<file path="src/rtl/vnu_acc_ctrl.sv">
// Variable-node accumulator: sums one channel LLR and DEG check messages (sign-magnitude in),
// then presents the symmetrically saturated two's-complement total with a hard decision.
module vnu_acc_ctrl #(
  parameter int unsigned W   = 6,
  parameter int unsigned DEG = 3,
  parameter int unsigned OW  = 7
) (
  input  logic          i_clk,
  input  logic          i_rst_n,
  input  logic          i_flush,
  input  logic [W-1:0]  i_llr,
  input  logic          i_llr_valid,
  output logic          o_llr_ready,
  input  logic [W-1:0]  i_msg,
  input  logic          i_msg_valid,
  output logic          o_msg_ready,
  output logic [OW-1:0] o_sum,
  output logic          o_hard,
  output logic          o_sum_valid,
  input  logic          i_sum_ready,
  output logic          o_busy
);

  localparam int unsigned AW     = W + 3;
  localparam int unsigned CW     = 3;
  localparam int          SatMax = (1 << (OW - 1)) - 1;

  localparam logic [1:0] StIdle = 2'd0;
  localparam logic [1:0] StAcc  = 2'd1;
  localparam logic [1:0] StOut  = 2'd2;

  logic [1:0]           state_q, state_d;
  logic signed [AW-1:0] acc_q, acc_d;
  logic [CW-1:0]        cnt_q, cnt_d;
  logic [OW-1:0]        sum_q, sum_d;
  logic                 hard_q, hard_d;

  logic signed [AW-1:0] acc_sum;
  logic signed [31:0]   acc_ext;
  logic [OW-1:0]        sat_sum;

  // Negative zero maps to 0 because -0 == 0 in two's complement.
  function automatic logic signed [AW-1:0] conv(input logic [W-1:0] x);
    logic signed [AW-1:0] mag;
    mag = {{(AW - W + 1){1'b0}}, x[W-2:0]};
    return x[W-1] ? -mag : mag;
  endfunction

  always_comb begin
    acc_sum = acc_q + conv(i_msg);
    acc_ext = 32'(acc_sum);
    if (acc_ext > SatMax) begin
      sat_sum = OW'(SatMax);
    end else if (acc_ext < -SatMax) begin
      sat_sum = OW'(-SatMax);
    end else begin
      sat_sum = acc_ext[OW-1:0];
    end
  end

  always_comb begin
    state_d = state_q;
    acc_d   = acc_q;
    cnt_d   = cnt_q;
    sum_d   = sum_q;
    hard_d  = hard_q;
    if (i_flush) begin
      state_d = StIdle;
      acc_d   = '0;
      cnt_d   = '0;
    end else begin
      case (state_q)
        StIdle: begin
          if (i_llr_valid) begin
            acc_d   = conv(i_llr);
            cnt_d   = '0;
            state_d = StAcc;
          end
        end
        StAcc: begin
          if (i_msg_valid) begin
            acc_d = acc_sum;
            cnt_d = cnt_q + CW'(1);
            if (cnt_q == CW'(DEG - 1)) begin
              state_d = StOut;
              sum_d   = sat_sum;
              hard_d  = sat_sum[OW-1];
            end
          end
        end
        StOut: begin
          if (i_sum_ready) begin
            state_d = StIdle;
          end
        end
        default: state_d = StIdle;
      endcase
    end
  end

  always_ff @(posedge i_clk or negedge i_rst_n) begin
    if (!i_rst_n) begin
      state_q <= StIdle;
      acc_q   <= '0;
      cnt_q   <= '0;
      sum_q   <= '0;
      hard_q  <= 1'b0;
    end else begin
      state_q <= state_d;
      acc_q   <= acc_d;
      cnt_q   <= cnt_d;
      sum_q   <= sum_d;
      hard_q  <= hard_d;
    end
  end

  // Handshake outputs decode from state only.
  assign o_llr_ready = (state_q == StIdle);
  assign o_msg_ready = (state_q == StAcc);
  assign o_sum_valid = (state_q == StOut);
  assign o_busy      = (state_q != StIdle);
  assign o_sum       = sum_q;
  assign o_hard      = hard_q;

endmodule

</file>
<file path="config.mk">
export PLATFORM = sky130hd
export DESIGN_NAME = vnu_acc_ctrl
export DESIGN_NICKNAME = d
export VERILOG_FILES = /design/src/rtl/vnu_acc_ctrl.sv
export SDC_FILE = /design/constraint.sdc
export NUM_CORES = 1
export LEC_CHECK = 0
export ABC_AREA = 1
export CAP_MARGIN = 20
export CORE_MARGIN = 4
export CORE_UTILIZATION = 35
export DETAILED_ROUTE_END_ITERATION = 6
export GPL_TIMING_DRIVEN = 0
export PLACE_DENSITY = 0.57
export SYNTH_ARGS = -nofsm -noshare
export SYNTH_HDL_FRONTEND = slang
export SYNTH_SLANG_ARGS = --single-unit
</file>
<file path="constraint.sdc">
create_clock -name i_clk -period 2.27 [get_ports i_clk]
set_input_delay 0.454 -clock i_clk [delete_from_list [all_inputs] [get_ports i_clk]]
set_output_delay 0.454 -clock i_clk [all_outputs]
set_load 0.05 [all_outputs]
</file>
==> results of run 1 <==
==> layer usage <==
| layer | wire, um | vias up |
|---|---|---|
| met3 | 186 | 2 |
| met4 | 19 | 0 |
| met1 | 2130 | 739 |
| met5 | 0 | - |
| li1 | - | 904 |
| met2 | 1840 | 29 |
==> registers in the layout, indices dropped and copies added, names as in the netlist <==
signal	flops
o_sum	7
state_q	2
acc_q	9
cnt_q	3
==> Yosys cell counts (all sizes together) <==
| cell | count |
|---|---|
| dfrtp | 21 |
| o21bai | 1 |
| or2 | 2 |
| xnor2 | 1 |
| o31ai | 3 |
| o22ai | 1 |
| a21oi | 16 |
| nand3b | 1 |
| o211ai | 1 |
| nor3 | 1 |
| nand3 | 12 |
| o221ai | 1 |
| o21ai | 24 |
| a211oi | 1 |
| clkinv | 1 |
| nand2 | 77 |
| fa | 1 |
| ha | 15 |
| nand4 | 2 |
| buf | 3 |
| inv | 43 |
| xor2 | 2 |
| nor2 | 27 |
| a31oi | 1 |
| clkbuf | 1 |
==> cell type report <==
cell class	instances	area [um^2]
buffer	4	21.3
clock buffer	3	41.3
clock inverter	1	5.00
fill	490	2440
inverter	44	191
multi-input combinational	190	1190
sequential	21	526
tap	67	83.8
timing repair buffer	34	348
==> metrics by stage <==
step | total power [uW] | hold WS, ns
global placement | 2650 | 0.496
detailed placement | 2660 | 0.494
floorplan | 2120 | 0.158
finish | 3090 | 0.505
global route | 3410 | 0.535
CTS | 2990 | 0.514
==> timing repair <==
item	CTS	global route
endpoints found under the hold margin	0	0
setup buffers	4	1
setup endpoints to repair	15	9
pin swaps	18	14
gates cloned	0	0
resized for setup	30	18
==> cell families (layout without fill, tap and decap cells) <==
logic type | after synthesis | after routing | share of synthesized area
flip-flops | 21 | 21 | 0.291
XOR/XNOR | 3 | 3 | 0.0145
adder cells (fa/ha/maj) | 16 | 16 | 0.115
AO/OA/AOI/OAI | 49 | 49 | 0.164
buffers and inverters | 48 | 86 | 0.107
AND/OR/NAND/NOR | 122 | 122 | 0.309
==> worst max-delay path by stage <==
stage | from | endpoint | slack (ns) | depth (start not counted)
global placement | i_msg[1] | o_sum[0] | -1.02 | 21
floorplan | i_msg[1] | o_sum[0] | -0.13 | 20
detailed placement | i_msg[1] | o_sum[0] | -1.04 | 19
global route | i_msg[1] | o_sum[0] | -0.27 | 21
CTS | i_msg[1] | o_sum[2] | -0.09 | 20
finish | i_msg[1] | o_sum[0] | -0.10 | 19
==> power by group <==
group | internal [uW] | switching [uW]
combinational | 764 | 1430
sequential | 529 | 115
clock | 122 | 130
total | 1420 | 1670
==> worst reg2reg max path, stage by stage (launching register included) <==
cell	delay, ns
dfrtp_1	0.39
ha_1	0.21
fa_1	0.48
nand2_1	0.09
inv_1	0.04
nor2_1	0.26
nor2_1	0.07
nand3_1	0.10
nor2_1	0.05
nand2_1	0.06
nand2_1	0.06
nand2_2	0.11
nand2_1	0.07
a21oi_1	0.13
==> run metrics, run 1 <==
pre-CTS setup slack=-1.04 ns; fin area=2400 um^2; Netlist cell types=36; Setup Total Neg Slack=-0.420 ns; Slew HR=0.648; Setup CP Type=in2reg; most used cell, CP=nand2_2; All-Layer GR Usage=0.147; power per cell area=1280 nW/um^2; CTS tree=built; Worst Path Buf+Inv=3; Final Setup Violations=6; pins over their slew limit=0; hold path cells=2; reg2reg setup slack=0.08 ns; fin crit period=2.37 ns; fin crit share=1.04; Clock Latency Late Sink=0.26 ns; Detail Placement HPWL=3330 um; synthesized area=1810 um^2; Die Height=79.9 um; worst vdd ir=514 uV; Placed Instances=354; io pins=30; CP Max Fanout=4; crit path cell chain=buf_12, inv_12, ha_4, nand2_2, nor2_1, ha_1, nand2_1, o21ai_1, ha_1, nand2_1, nand2_2, a21oi_2, nand3_1, nand2_2, nand2_2, a21oi_2, nand3_2, nand2_1, inv_1; LEAKAGE=0.00120 uW; endpoint of the worst hold path=acc_q[8]; fmax=422 MHz; cells on worst reg2reg path=13; syn_area_per_cell=6.98 um^2; Fin. Hold Viols=0; grt ovf=0; cell taking the most area after synthesis=dfrtp_1; Max stage delay on crit path=0.34 ns; Final Util=0.496; routing usage on met2=0.229; global-route wire length before repair=7440 um; CTS buffer count=3; Synth top area share=0.291; number of global-route vias before repair=1613; run status=finished with violations; Reg2Reg Capture Point=o_sum[2]; Layout Cells excl Fill=364; pin count of the biggest net entering global routing=22; HP Start=acc_q[8]; RSZ-0062 raised after global routing=true; met3 GRT Util=0.0260; CTS root buf=clkbuf_8; CORE AREA=4850 um^2; commonest non-fill, non-tap cell in the layout=nand2_1; Worst Tran Pin Value=0.526 ns; final WL=4180 um; Avg WL per Cell=11.5 um; failing checks=negative setup slack; Initial Util=0.373; highest-delay cell along the critical path=ha_1; syn_nets=293; CTS Sinks=21; n_diodes=0; CTS H-tree lvls=1; Gate Count Post-Synth=259; Worst-path clk slew=0.08 ns; routed via count=1674; vias per cell=4.60; Ys Warns=0; busiest grt layer=met2; Die Span X=79.9 um; Layout Nets=332; Remaining DRCs=0; Placement Cell Area=2220 um^2; max-cap violation count=0; setup ws final=-0.101 ns; layout cell share with drive strength beyond 1=0.222; Hold Path Class=reg2reg; Die Area=6380 um^2; CP Launch Type=primary input; met1 Resource Use GR=0.216; Placer Congestion=0.823; number of port buffers=28; most frequent cells in the layout=60 x nand2_1, 31 x inv_1, 22 x clkdlybuf4s50_1, 21 x nor2_1, 21 x dfrtp_1; Fin Clk Skew=0.00174 ns; CP top delay family=simple AND/OR/NAND/NOR gates; reg2reg start=acc_q[0]; Seq cells post-synth=21; Initial DRC Count=84; Crit. End Element=flip-flop; 1st-pass router iterations=4; register area share after synthesis=0.291; Worst Path Arrival=2.54 ns; Routed Antenna Nets=0; required time of the critical path=2.43 ns; Clock Tree Buf Depth=2; count of hold-fix buffers inserted at cts=0; FP Rows=25; initial antenna violation count=0; ranking of synthesized cells by area=dfrtp_1 29%, nand2_1 15%, ha_1 10%; area delta synth->final=33.0%
Note: power is estimated with default switching activity, not from simulation.
==> run 2, diff against run 1 <==
- CORE_ASPECT_RATIO: not set -> 1.4
- TNS_END_PERCENT: not set -> 10
==> run metrics, run 2 (same netlist as run 1, synthesis figures left out) <==
Final Setup Violations=7 (+1); HP Start=acc_q[0]; required time of the critical path=2.42 ns (about the same); initial antenna violation count=0 (unchanged); highest-delay cell along the critical path=ha_1; All-Layer GR Usage=0.153 (+0.00638); number of port buffers=28 (unchanged); Worst-path clk slew=0.08 ns (about the same); CTS H-tree lvls=1 (unchanged); vias per cell=4.73 (+2.8%); failing checks=negative setup slack; final WL=4290 um (+2.8%); CTS buffer count=3 (unchanged); n_diodes=0 (unchanged); pins over their slew limit=0 (unchanged); Fin Clk Skew=0.00439 ns (+0.00265 ns); Clock Latency Late Sink=0.27 ns (about the same); number of global-route vias before repair=1736 (+7.6%); hold path cells=2 (unchanged); CP Max Fanout=4 (unchanged); Detail Placement HPWL=3470 um (+4.2%); Largest Register=acc_q; fmax=419 MHz (-0.66%); fin crit share=1.05 (+0.00693); Seq. cell area=526 um^2 (unchanged); io pins=30 (unchanged); reg2reg setup slack=0.15 ns (+0.07 ns); Initial DRC Count=47 (-44%); layout cell share with drive strength beyond 1=0.215 (-0.00673); run status=finished with violations; Reg2Reg Capture Point=o_sum[3]; area delta synth->final=30.7%; reg2reg start=acc_q[0]; Initial Util=0.368 (-0.00522); fin area=2360 um^2 (-1.8%); Layout Nets=332 (unchanged); cells on worst reg2reg path=11 (-2); most used cell, CP=nand2_2; Clock Tree Buf Depth=2 (unchanged); Die Span X=68.7 um (-14%); routed via count=1706 (+1.9%); Routed Antenna Nets=0 (unchanged); Crit. End Element=flip-flop; Hold Path Class=reg2reg; Setup CP Type=in2reg; fin crit period=2.39 ns (+0.0157 ns); Slew HR=0.362 (-0.286); FP Rows=30 (+20%); Critical Path Start=i_msg[1]; Placement Cell Area=2210 um^2 (-0.17%); setup ws final=-0.117 ns (-0.0157 ns); Worst Path Buf+Inv=2 (-1); RSZ-0062 raised after global routing=true; Worst Tran Pin Value=0.953 ns (+0.427 ns); max-cap violation count=0 (unchanged); CTS root buf=clkbuf_8; LEAKAGE=0.00122 uW (+1.3%); most frequent cells in the layout=61 x nand2_1, 33 x inv_1, 21 x nor2_1, 21 x dfrtp_1, 20 x clkdlybuf4s50_1; CP Launch Type=primary input; Max stage delay on crit path=0.35 ns (about the same); Remaining DRCs=0 (unchanged); crit path cell chain=buf_12, inv_12, ha_4, nand2_2, nor2_2, ha_1, nand2_1, o21ai_1, ha_1, nand2_1, nand2_2, a21oi_2, nand3_1, nand2_2, nand2_2, a21oi_2, a21oi_1; power per cell area=1290 nW/um^2 (+0.14%); area of the multi-input gates=1160 um^2 (-2.1%); Fillers=521 (+6.3%); endpoint of the worst hold path=acc_q[0]; Avg WL per Cell=11.9 um (+3.7%); CTS tree=built; CP top delay family=adder cells; Placer Congestion=0.802 (-2.6%); Worst Path Arrival=2.54 ns (about the same); commonest non-fill, non-tap cell in the layout=nand2_1; CORE AREA=4920 um^2 (+1.4%); 1st-pass router iterations=4 (unchanged); worst vdd ir=739 uV (+44%); grt ovf=0 (unchanged); Die Area=6400 um^2 (+0.26%); Setup Total Neg Slack=-0.622 ns (-0.201 ns); Fin. Hold Viols=0 (unchanged); CTS Sinks=21 (unchanged); global-route wire length before repair=7610 um (+2.3%); pin count of the biggest net entering global routing=22 (unchanged); number of flip-flops in the largest register=9 (unchanged); Die Height=93.0 um (+16%)
==> run 2: layout make-up <==
class / instances / share of cell area
multi-input combinational: 190 / 0.493
sequential: 21 / 0.222
timing repair buffer: 34 / 0.142
inverter: 44 / 0.0800
tap: 64 / 0.0339
clock buffer: 3 / 0.0175
buffer: 4 / 0.00900
clock inverter: 1 / 0.00212
==> run 2: worst max path at each step <==
stage                           to  depth (start not counted)
after detailed placement  o_sum[0]                         19
after global placement    o_sum[0]                         19
after global routing      o_sum[0]                         21
final                     o_sum[5]                         17
after floorplan           o_sum[0]                         20
after CTS                 o_sum[2]                         20
==> run 2: routing by layer <==
layer	wire [um]	GRT usage	share of wire
met5	0	0	0
met4	97	0.0569	0.023
met3	160	0.0192	0.037
met2	2190	0.273	0.51
met1	1850	0.180	0.43
==> run 2: worst reg2reg max path, cell delays in order (launching register included) <==
cell,delay [ns]
dfrtp_1,0.38
ha_1,0.21
fa_1,0.53
or2_0,0.25
nor2_1,0.10
nand3_1,0.08
nor2_1,0.09
nand2_1,0.06
nand2_1,0.07
nand2_2,0.10
nand2_1,0.09
a21oi_2,0.05
==> run 2: what timing repair did <==
action | CTS | global route
resized for setup | 31 | 11
hold buffers | 0 | 0
setup buffers | 6 | 0
pin swaps | 15 | 6
endpoints found under the setup margin | 15 | 13
hold endpoints to repair | 0 | 0
==> run 2: report_power, final <==
| part | switching (uW) | leakage, uW | internal (uW) |
|---|---|---|---|
| clock network | 135 | 0.0000255 | 123 |
| registers | 112 | 0.000261 | 529 |
| logic | 1390 | 0.000933 | 745 |
==> run 2: through the flow <==
stage / setup WS, ns / std cells / total power (uW) / utilization / hold WS [ns]
global route: -0.300 / 361 / 3340 / 0.480 / 0.532
global placement: -1.04 / 351 / 2660 / 0.450 / 0.490
finish: -0.117 / 361 / 3040 / 0.480 / 0.496
detailed placement: -1.04 / 351 / 2660 / 0.450 / 0.478
CTS: -0.0776 / 361 / 3010 / 0.476 / 0.499
floorplan: -0.131 / 259 / 2120 / - / 0.158
